[src/rtl/reg_ctx_if.sv]
// Bus bundle between the core side and the register-context engine:
// request/base inputs, register-file ports and data-memory ports.
interface reg_ctx_if #(
    parameter int W  = 8,
    parameter int A  = 2,
    parameter int MA = 8
);
    logic          save_req;
    logic          restore_req;
    logic [MA-1:0] base_addr;
    logic          busy;
    logic          done;
    logic [A-1:0]  rf_raddr;
    logic [W-1:0]  rf_rdata;
    logic [A-1:0]  rf_waddr;
    logic [W-1:0]  rf_wdata;
    logic          rf_we;
    logic [MA-1:0] mem_addr;
    logic [W-1:0]  mem_wdata;
    logic [W-1:0]  mem_rdata;
    logic          mem_we;

    modport master (
        output save_req, restore_req, base_addr, rf_rdata, mem_rdata,
        input  busy, done, rf_raddr, rf_waddr, rf_wdata, rf_we,
               mem_addr, mem_wdata, mem_we
    );

    modport slave (
        input  save_req, restore_req, base_addr, rf_rdata, mem_rdata,
        output busy, done, rf_raddr, rf_waddr, rf_wdata, rf_we,
               mem_addr, mem_wdata, mem_we
    );
endinterface

[src/rtl/reg_ctx_engine.sv]
// Context save/restore engine: streams every register to a memory frame
// (save) or from a memory frame back into the register file (restore).
module reg_ctx_engine #(
    parameter int W  = 8,
    parameter int A  = 2,
    parameter int MA = 8
) (
    input  logic        i_clk,
    input  logic        i_reset,
    reg_ctx_if.slave    bus
);
    typedef enum logic [1:0] {IDLE, SAVE, RESTORE, DONE} state_t;

    localparam logic [A-1:0] IDX_LAST = '1;

    state_t        r_state;
    logic [A-1:0]  r_idx;
    logic [MA-1:0] r_base;

    state_t        w_state_nxt;
    logic [A-1:0]  w_idx_nxt;
    logic [MA-1:0] w_base_nxt;
    logic [MA-1:0] w_frame_addr;

    assign w_frame_addr = r_base + MA'(r_idx);

    always_ff @(posedge i_clk) begin
        if (!i_reset) begin
            r_state <= IDLE;
            r_idx   <= '0;
            r_base  <= '0;
        end else begin
            r_state <= w_state_nxt;
            r_idx   <= w_idx_nxt;
            r_base  <= w_base_nxt;
        end
    end

    always_comb begin
        w_state_nxt   = r_state;
        w_idx_nxt     = r_idx;
        w_base_nxt    = r_base;
        bus.busy      = 1'b0;
        bus.done      = 1'b0;
        bus.rf_raddr  = '0;
        bus.rf_waddr  = '0;
        bus.rf_wdata  = '0;
        bus.rf_we     = 1'b0;
        bus.mem_addr  = '0;
        bus.mem_wdata = '0;
        bus.mem_we    = 1'b0;
        case (r_state)
            IDLE: begin
                // Save has priority; a simultaneous restore is dropped.
                if (bus.save_req || bus.restore_req) begin
                    w_state_nxt = bus.save_req ? SAVE : RESTORE;
                    w_idx_nxt   = '0;
                    w_base_nxt  = bus.base_addr;
                end
            end
            SAVE: begin
                bus.busy      = 1'b1;
                bus.rf_raddr  = r_idx;
                bus.mem_addr  = w_frame_addr;
                bus.mem_wdata = bus.rf_rdata;
                bus.mem_we    = 1'b1;
                w_idx_nxt     = r_idx + 1'b1;
                if (r_idx == IDX_LAST) begin
                    w_state_nxt = DONE;
                    w_idx_nxt   = '0;
                end
            end
            RESTORE: begin
                bus.busy     = 1'b1;
                bus.mem_addr = w_frame_addr;
                bus.rf_waddr = r_idx;
                bus.rf_wdata = bus.mem_rdata;
                bus.rf_we    = 1'b1;
                w_idx_nxt    = r_idx + 1'b1;
                if (r_idx == IDX_LAST) begin
                    w_state_nxt = DONE;
                    w_idx_nxt   = '0;
                end
            end
            DONE: begin
                bus.done    = 1'b1;
                w_state_nxt = IDLE;
            end
            default: w_state_nxt = IDLE;
        endcase
    end
endmodule

[src/flat_wrapper.sv]
// flat-port wrapper written by rule: the top's interface ports become plain ports
module reg_ctx_engine_flat 
#(
    parameter int W  = 8,
    parameter int A  = 2,
    parameter int MA = 8
)
  (i_clk, i_reset, bus_save_req, bus_restore_req, bus_base_addr, bus_rf_rdata, bus_mem_rdata, bus_busy, bus_done, bus_rf_raddr, bus_rf_waddr, bus_rf_wdata, bus_rf_we, bus_mem_addr, bus_mem_wdata, bus_mem_we);
  reg_ctx_if #(.W(W), .A(A), .MA(MA)) bus_i ();
  input  logic i_clk;
  input  logic i_reset;
  input wire logic [$bits(bus_i.save_req)-1:0] bus_save_req;
  input wire logic [$bits(bus_i.restore_req)-1:0] bus_restore_req;
  input wire logic [$bits(bus_i.base_addr)-1:0] bus_base_addr;
  input wire logic [$bits(bus_i.rf_rdata)-1:0] bus_rf_rdata;
  input wire logic [$bits(bus_i.mem_rdata)-1:0] bus_mem_rdata;
  output wire logic [$bits(bus_i.busy)-1:0] bus_busy;
  output wire logic [$bits(bus_i.done)-1:0] bus_done;
  output wire logic [$bits(bus_i.rf_raddr)-1:0] bus_rf_raddr;
  output wire logic [$bits(bus_i.rf_waddr)-1:0] bus_rf_waddr;
  output wire logic [$bits(bus_i.rf_wdata)-1:0] bus_rf_wdata;
  output wire logic [$bits(bus_i.rf_we)-1:0] bus_rf_we;
  output wire logic [$bits(bus_i.mem_addr)-1:0] bus_mem_addr;
  output wire logic [$bits(bus_i.mem_wdata)-1:0] bus_mem_wdata;
  output wire logic [$bits(bus_i.mem_we)-1:0] bus_mem_we;
  assign bus_i.save_req = bus_save_req;
  assign bus_i.restore_req = bus_restore_req;
  assign bus_i.base_addr = bus_base_addr;
  assign bus_i.rf_rdata = bus_rf_rdata;
  assign bus_i.mem_rdata = bus_mem_rdata;
  assign bus_busy = bus_i.busy;
  assign bus_done = bus_i.done;
  assign bus_rf_raddr = bus_i.rf_raddr;
  assign bus_rf_waddr = bus_i.rf_waddr;
  assign bus_rf_wdata = bus_i.rf_wdata;
  assign bus_rf_we = bus_i.rf_we;
  assign bus_mem_addr = bus_i.mem_addr;
  assign bus_mem_wdata = bus_i.mem_wdata;
  assign bus_mem_we = bus_i.mem_we;
  reg_ctx_engine #(.W(W), .A(A), .MA(MA)) u_core (.i_clk(i_clk), .i_reset(i_reset), .bus(bus_i));
endmodule
[config.mk]
export PLATFORM = sky130hd
export DESIGN_NAME = reg_ctx_engine_flat
export DESIGN_NICKNAME = d
export VERILOG_FILES = /design/src/rtl/reg_ctx_if.sv /design/src/rtl/reg_ctx_engine.sv /design/src/flat_wrapper.sv
export SDC_FILE = /design/constraint.sdc
export NUM_CORES = 1
export LEC_CHECK = 0
export ABC_AREA = 1
export ABC_CLOCK_PERIOD_IN_PS = 1730
export CORE_MARGIN = 2
export CORE_UTILIZATION = 36
export DETAILED_ROUTE_END_ITERATION = 16
export PLACE_DENSITY = 0.79
export SLEW_MARGIN = 20
export SYNTH_ARGS = -nofsm -noshare
export SYNTH_HDL_FRONTEND = slang
export SYNTH_SLANG_ARGS = --single-unit
[constraint.sdc]
create_clock -name i_clk -period 1.73 [get_ports i_clk]
set_input_delay 0.173 -clock i_clk [delete_from_list [all_inputs] [get_ports i_clk]]
set_output_delay 0.173 -clock i_clk [all_outputs]
set_load 0.01 [all_outputs]
==> out/metrics.csv <==
stage,metric,value,unit
sta,fin_ws,-91.4,ps
clocking,cts_root_buffer,clkbuf_4,
global_route,grt-ovfl-total,0,
floorplan,rows,18,
placed_design,port_buffers,59,
global_route,first_global_vias,981,
critical_path,endpoint,bus_mem_addr[4],
sta,max_freq,0.549,GHz
floorplan,dieArea,0.00308,mm2
synth,yosysMostFrequentCell,nand2_1,
run_status,run_status,"complete, but fails checks",
floorplan,start_util,38.2,%
cells_and_area,drive_gt1_share,21.1,%
floorplan,die_h,55.5,um
synth,syn_nets,202,
global_route,grtUsageTotal,16.9,%
critical_path,r2r_cells,9,
detailed_routing,drc,0,
detailed_routing,routed_wl,2820,um
sta,hold_viol_final,0,
floorplan,pin_count,60,
detailed_routing,drt-pass1-iter-count,4,
critical_path,end_kind,output port,
clocking,cts-htree-levels,1,
synth,async_flop_share,0,%
sta,rsz0062_at_grt,true,
cells_and_area,fin_nets,275,
synth,synth.avg_cell_area,5.79,um2
run_status,violations,setup timing,
clocking,cts_hold_buf,0,
critical_path,cp_num_cells,8,
min_path,min_path_type,input port to register,
synth,synth_cell_type_count,17,
placed_design,dp_hpwl,2020,um
synth,synth_edf_count,0,
power,power.leakage,1.04,nW
critical_path,critPathBufInv,2,
critical_path,start_kind,register,
clocking,numClockSinks,12,
global_route,grt_pass1_wl,4370,um
sta,maxSlewHeadroom,77.6,%
cells_and_area,syn_to_final_growth,81.2,%
synth,synth.area.top_cells,"dfxtp_1 25%, nand2_1 18%, inv_1 14%",
synth,synth_common_cells,"47 x nand2_1, 36 x inv_1, 31 x nor2_1",
synth,netlist.area_leader.share,25.1,%
synth,synth_area,956,um2
sta,min_period_over_period,105,%
critical_path,regToRegSetupSlack,290,ps
synth,ys_seq_elements,12,
critical_path,required,1560,ps
sta,clock_skew,3.59,ps
sta,setup_violations,3,
cells_and_area,layoutNonFillerInstCount,267,
synth,netlist_instances,165,
job,cap_violations,0,
critical_path,r2r_start,u_core.r_state[0],
sta,fin_crit,1820,ps
synth,synth_flop_cell,dfxtp_1,
sta,drv_slew,0,
critical_path,cp_cell_sequence,ha_4 -> fa_2 -> nand2_4 -> nor2_4 -> inv_2 -> nand2_2 -> a21oi_2 -> buf_2,
synth,synth-seq-area-share,25.1,%
clocking,clk_path_buf_depth,2,
detailed_routing,ant_nets,0,
clocking,clk_pin_slew,80,ps
detailed_routing,wl_per_cell,10.6,um
clocking,clk_latency,280,ps
critical_path,critical_path_class,register to output port,
floorplan,die-width,55.5,um
sta,fin_tns_setup,-219,ps
critical_path,crit_slowest_cell,fa_2,
critical_path,startpoint,u_core.r_idx[0],
global_route,antenna_found_initial,0,
power,vdd_drop_max,0.00101,V
cells_and_area,diodes,0,
sta,tightestPinTransition,335,ps
placed_design,dp.cells,260,
clocking,cts_tree,yes,
critical_path,cpPeakStageDelay,410,ps
global_route,grt_max_degree,13,
synth,ys_warn_count,0,
synth,yosysTopAreaCell,dfxtp_1,
critical_path,cp_top_family,adder cells,
detailed_routing,vias_per_cell,4.52,
critical_path,critPathArrivalTime,1650,ps
floorplan,core,0.00250,mm2
critical_path,r2r-end,u_core.r_state[1],
detailed_routing,num_vias,1207,
power,p_per_area,1270,mW/mm2
clocking,cts_made_buffers,3,
critical_path,critPathMaxFanout,2,
placed_design,gp_congestion,0.810,
detailed_routing,first_iter_violations,40,
worst min-delay path by stage:
stage | cells after the start | start | to | slack, ps
2_1_floorplan | 2 | i_reset | u_core.r_base[0] | 310
3_3_place_gp | 2 | u_core.r_base[0] | u_core.r_base[0] | 480
3_5_place_dp | 2 | u_core.r_base[6] | u_core.r_base[6] | 510
4_1_cts | 2 | u_core.r_base[6] | u_core.r_base[6] | 520
5_1_grt | 3 | bus_base_addr[2] | u_core.r_base[2] | 540
6_report | 3 | bus_base_addr[1] | u_core.r_base[1] | 520
sequential cells by signal (all words and copies together), names as in the netlist:
signal / cells
u_core.r_idx: 2
u_core.r_base: 8
u_core.r_state: 2
routing by layer:
layer	track usage [%]	vias to the layer above	share of wire (%)
li1	-	637	-
met1	21.4	522	44
met2	28.9	46	49
met3	3.75	2	6.0
met4	4.18	0	0.50
met5	0	-	0
worst register-to-register path: cells and delay by family, from the launching register on:
family | cells | cell delay [ps]
buf+inv | 3 | 370
simple gates | 5 | 350
flops | 1 | 350
fa+ha+maj | 1 | 270
kinds of logic after synthesis:
kind of cell               count (synthesis)  share of synthesized area [%]
DFF                                       12                           25.1
AOI/OAI and AO/OA                         17                           9.95
and+or+nand+nor                           86                           34.9
adders and majority gates                  9                           12.6
buffers and inverters                     41                           17.4
area by class of cell:
cell class | count | area (um2)
Clock buffer | 4 | 36.3
Tap cell | 30 | 37.5
Fill cell | 220 | 768
Multi-Input combinational cell | 112 | 628
Sequential cell | 12 | 248
Inverter | 36 | 135
Timing Repair Buffer | 73 | 647
power by group:
| group | leakage [nW] | total (mW) | internal [mW] | switching (mW) |
|---|---|---|---|---|
| logic | 0.920 | 1.46 | 0.704 | 0.755 |
| clock network | 0.0210 | 0.224 | 0.128 | 0.0963 |
| registers | 0.101 | 0.519 | 0.393 | 0.127 |
stage by stage:
step	utilization, %	setup WS [ps]	hold slack [ps]	total power, mW	area, um2
CTS	67.5	-90.7	515	2.09	1690
finish	69.3	-91.4	518	2.20	1730
detailed placement	65.4	-286	505	1.88	1640
global route	69.3	-161	538	2.41	1730
floorplan	-	179	311	1.24	956
global placement	65.4	-252	475	1.87	1640
layout by cell type (no fill, tap or decap), drive strengths merged:
cell and n:
buf 19, o21ai 12, nor2 31, nand3 7, dfxtp 12, clkdlybuf4s15 5, dlymetal6s2s 1, a21boi 1
a21oi 4, inv 36, dlygate4sd2 17, nand2 48, ha 8, fa 1, clkbuf 7, clkdlybuf4s50 28
what timing repair did:
action	CTS	global route
gates resized for setup	61	25
pin swaps	3	5
setup buffers	1	2
endpoints found under the setup margin	31	19
No activity file was read; power rests on OpenSTA's default activity.
